--- src/rtl/mx_block_seq.sv ---
// rtl/mx_block_seq.sv - 32-element FP32 block buffer with shared E5M2-style power-of-two scale
module mx_block_seq #(
    parameter int SCALE_OFFSET = 15
) (
    input  logic        clk,
    input  logic        rst,
    input  logic        in_valid,
    output logic        in_ready,
    input  logic [32:1] in_data,
    output logic        out_valid,
    input  logic        out_ready,
    output logic [32:1] out_data,
    output logic [8:1]  out_scale,
    output logic        out_last
);

    localparam logic [7:0] OFFSET = 8'(SCALE_OFFSET);

    typedef enum logic [1:0] {
        COLLECT,
        SCALE,
        EMIT
    } state_t;

    state_t      state;
    state_t      state_next;
    logic [4:0]  wcnt;
    logic [4:0]  rcnt;
    logic [31:1] max_q;
    logic [32:1] mem [0:31];
    logic        accept;
    logic        emit;
    logic [7:0]  scale_next;
    logic [7:0]  max_exp;

    always_ff @(posedge clk) begin
        if (rst) begin
            state <= COLLECT;
        end else begin
            state <= state_next;
        end
    end

    always_comb begin
        state_next = state;
        in_ready   = 1'b0;
        out_valid  = 1'b0;
        accept     = 1'b0;
        emit       = 1'b0;
        case (state)
            COLLECT: begin
                in_ready = 1'b1;
                accept   = in_valid;
                if (in_valid && wcnt == 5'd31) begin
                    state_next = SCALE;
                end
            end
            SCALE: begin
                state_next = EMIT;
            end
            EMIT: begin
                out_valid = 1'b1;
                emit      = out_ready;
                if (out_ready && rcnt == 5'd31) begin
                    state_next = COLLECT;
                end
            end
            default: state_next = COLLECT;
        endcase
    end

    // Unsigned compare of the magnitude bits orders NaN > Inf > finite.
    always_comb begin
        max_exp    = max_q[31:24];
        scale_next = 8'h00;
        if (max_exp == 8'hFF) begin
            scale_next = (|max_q[23:1]) ? 8'hFF : 8'hFE;
        end else if (max_exp > OFFSET) begin
            scale_next = max_exp - OFFSET;
        end
    end

    always_ff @(posedge clk) begin
        if (rst) begin
            wcnt      <= 5'd0;
            rcnt      <= 5'd0;
            max_q     <= '0;
            out_scale <= 8'h00;
        end else begin
            if (accept) begin
                wcnt <= wcnt + 5'd1;
                if (in_data[31:1] > max_q) begin
                    max_q <= in_data[31:1];
                end
            end
            if (state == SCALE) begin
                out_scale <= scale_next;
                max_q     <= '0;
            end
            if (emit) begin
                rcnt <= rcnt + 5'd1;
            end
        end
    end

    always_ff @(posedge clk) begin
        if (accept) begin
            mem[wcnt] <= in_data;
        end
    end

    assign out_data = mem[rcnt];
    assign out_last = out_valid && (rcnt == 5'd31);

endmodule

--- config.mk ---
export PLATFORM = sky130hd
export DESIGN_NAME = mx_block_seq
export DESIGN_NICKNAME = d
export VERILOG_FILES = /design/src/rtl/mx_block_seq.sv
export SDC_FILE = /design/constraint.sdc
export NUM_CORES = 1
export LEC_CHECK = 0
export CAP_MARGIN = 20
export CORE_ASPECT_RATIO = 0.6
export CORE_MARGIN = 5
export CORE_UTILIZATION = 56
export DETAILED_ROUTE_END_ITERATION = 6
export PLACE_DENSITY = 0.76
export SYNTH_ARGS = -nofsm -noshare
export SYNTH_HDL_FRONTEND = slang
export SYNTH_SLANG_ARGS = --single-unit
export TNS_END_PERCENT = 100
--- constraint.sdc ---
create_clock -name clk -period 3.11 [get_ports clk]
set_input_delay 0.7775 -clock clk [delete_from_list [all_inputs] [get_ports clk]]
set_output_delay 0.7775 -clock clk [all_outputs]
set_load 0.02 [all_outputs]
==> out/results.ini <==
[synthesis]
synth_edf_count = 1024
seq_area_frac_synth = 0.757
synth.cell_area_um2 = 42100
synth.net_count = 1965
synth_warnings = 0
synth-async-reset-ratio = 0
synth_ff_type = edfxtp_1
syn-instance-count = 1890
syn_avg_cell_area_um2 = 22.3
ys_ff_latch = 1080
ys_types = 43

[route]
vias = 21714
antenna_left = 0
via_per_inst = 6.60
drt-initial-drc-count = 3110
drc_errors = 0
drt-wirelength-per-cell_um = 34.1
met3_wirelength_mm = 15.0
wl_met2_mm = 52.5
routed.top_layer = met5
first_pass_iters = 5
routed_wl_mm = 112
wl_met1_mm = 41.8

[sta]
final-setup-viol-count = 32
relSlewSlack = 0.352
setup_slack_ps = -778
finalWorstPathRequiredPeriod_ps = 3890
clock_skew_ps = 25.7
hold_viol_final = 0
fin_crit_sh = 1.25
slew_violations = 0
rsz0062_at_grt = yes
max_freq_mhz = 257
holdWs_ps = 464
worst_pin_slew_ps = 969

[power]
power.total_mw = 28.8
comb_power_share = 0.037
vdd_drop_max_mv = 0.448
power_frac_seq = 0.558
clkPwrFrac = 0.405
p_switching_mw = 5.96
switching_share = 0.207
p_leak_nw = 15.8
p_per_area_nw_per_um2 = 571
power.internal_mw = 22.8

[floorplanning]
fp.dieH_um = 222
start_util = 0.568
die_x_um = 364
rows = 77
io_pins = 79
die-area_um2 = 80900
coreArea_um2 = 74100

[layout]
nets = 2300
stdcell_count = 3289
final_util = 0.681
drive_above_1_share = 0.355
n_fill_cell = 4334
syn_to_final_growth_pct = 19.9

[placement]
port_buffers = 78
post-dp-hpwl_mm = 64.3
dp.cells = 3060
gp_congestion = 0.821

[clock_network]
htreeDepth = 3
clock_latency_ps = 670
cts.clk_slew.worst_paths_ps = 70
cts_tree = built
cts.sinks = 1080
clockBufferDepth = 3
cts-root-buf = clkbuf_16
cts_buffers = 92

[critical_path]
slowest_delay_ps = 560
cpMaxStageDelayCell = mux4_2
worstSetupPathType = reg -> out
crit_family = multiplexers
path_buf_inv = 5
cp-start-kind = flip-flop
critical_path_required_ps = 2330
worstPathMaxFanout = 8
r2r_setup_slack_ps = 580
reg2regPathDepth = 6
critical_path_arrival_ps = 3110
endpoint_kind = output port
cp_cell_sequence = buf_4 -> buf_12 -> buf_12 -> buf_16 -> mux4_2 -> mux4_2 -> mux2_4 -> buf_6
rr_endpoint = mem[6][17]
r2r-start = state[0]

[grt]
grt_first_pass_wirelength_mm = 160
grt_pass1_vias = 22258
antenna_found_initial = 8
grt_max_degree = 40
grtUsageTotal = 0.281
grt.overflow.total = 0

[hold_path]
min_path_cells = 2
hold_start = out_scale[8]
hp-class = reg -> reg
min_to = out_scale[8]

[flow_run]
max-cap-violations = 0

[run_status]
status = complete, but fails checks
violations = setup timing

==> timing repair <==
| item | CTS | global route |
|---|---|---|
| resized for setup | 190 | 47 |
| hold buffers | 0 | 0 |
| endpoints found under the setup margin | 33 | 32 |
| buffers inserted | 25 | 29 |
| cloned | 9 | 4 |
==> worst max-delay path by stage <==
stage	from	end	slack [ps]	cells past startpoint
2_1_floorplan	in_valid	mem[31][0]	60	4
4_1_cts	flip-flop	out_data[11]	-850	6
6_report	flip-flop	out_data[3]	-780	8
3_5_place_dp	flip-flop	out_data[27]	-430	6
3_3_place_gp	flip-flop	out_data[25]	-410	6
5_1_grt	flip-flop	out_data[8]	-850	8
==> metal layers <==
layer,GRT usage,up-vias
met5,0,-
met4,0.0656,8
met3,0.105,196
met2,0.426,1509
met1,0.397,11363
li1,-,8638
==> flip-flops by register name, summed over array words and instances (netlist names), named ones only <==
register and cells:
state 2, max_q 31, out_scale 8, rcnt 5
wcnt 5, mem 1024
==> kinds of logic after synthesis <==
family,count (synthesis),synth area share
flip-flops,1080,0.757
multiplexers,352,0.180
AND/OR/NAND/NOR,165,0.0186
buffers and inverters,135,0.0144
AO/OA/AOI/OAI,110,0.0162
adder cells (fa/ha/maj),39,0.0116
XOR/XNOR,9,0.00187
==> power by group through the flow <==
stage	combinational (mW)	sequential (mW)	clock [mW]
6_report	1.07	16.1	11.7
4_1_cts	1.04	16.1	11.7
5_1_grt	1.13	16.1	12.5
2_1_floorplan	0.360	16.4	0
3_5_place_dp	1.02	16.4	0
3_3_place_gp	0.975	16.4	0
==> worst reg2reg max path, cell delays in order (launching register included) <==
cell	delay (ps)
dfxtp_1	350
nor2_1	490
and2_1	410
nand2_1	100
buf_4	230
nor2_4	350
buf_4	290
==> metrics by stage <==
stage	setup WS [ps]	TNS (ps)	cell area, um2
final	-778	-22760	50400
after global routing	-853	-24930	50400
after CTS	-846	-24580	50100
after detailed placement	-428	-16250	46400
after global placement	-408	-14540	46400
after floorplan	55.6	0	42100
==> Yosys cell counts, types with 3 or more instances <==
master | count | area, um2
buf_2 | 14 | 70.1
a21boi_0 | 31 | 233
nand4_1 | 9 | 56.3
ha_1 | 39 | 488
or3_1 | 3 | 18.8
nand3_1 | 41 | 205
a21oi_1 | 20 | 100
nand2_1 | 29 | 109
and2_1 | 4 | 25.0
mux2_2 | 32 | 360
nand3b_1 | 4 | 30.0
buf_1 | 7 | 26.3
buf_4 | 12 | 90.1
xor2_1 | 4 | 35.0
nor4_1 | 9 | 56.3
nor2_1 | 54 | 203
mux4_2 | 320 | 7210
o21ai_0 | 41 | 205
inv_1 | 37 | 139
dfxtp_1 | 56 | 1120
clkbuf_1 | 60 | 225
edfxtp_1 | 1024 | 30700
buf_6 | 5 | 56.3
xnor2_1 | 5 | 43.8
==> layout by cell type, fill, tap and decap left out, types with 22 or more instances in the layout <==
cell type,instances
buf_6,36
a21boi_0,31
dfxtp_1,51
o21ai_0,40
buf_4,142
clkdlybuf4s50_1,45
nand3_1,41
buf_12,93
nor2_4,32
inv_1,37
mux2_4,26
nor2_1,22
nand2_1,29
clkbuf_1,23
edfxtp_1,1024
clkbuf_16,99
mux4_2,320
ha_1,39
==> layout make-up <==
cell class	instances	area, um2	area share
flip-flops and latches	1080	31900	0.632
well taps	987	1230	0.0245
clock inverters	48	493	0.00977
diodes	3	7.51	0.000149
multi-input cells	675	9940	0.197
inverters	37	139	0.00275
repair buffers	339	4240	0.0840
clock buffers	120	2490	0.0494
No activity file was read; power rests on OpenSTA's default activity.
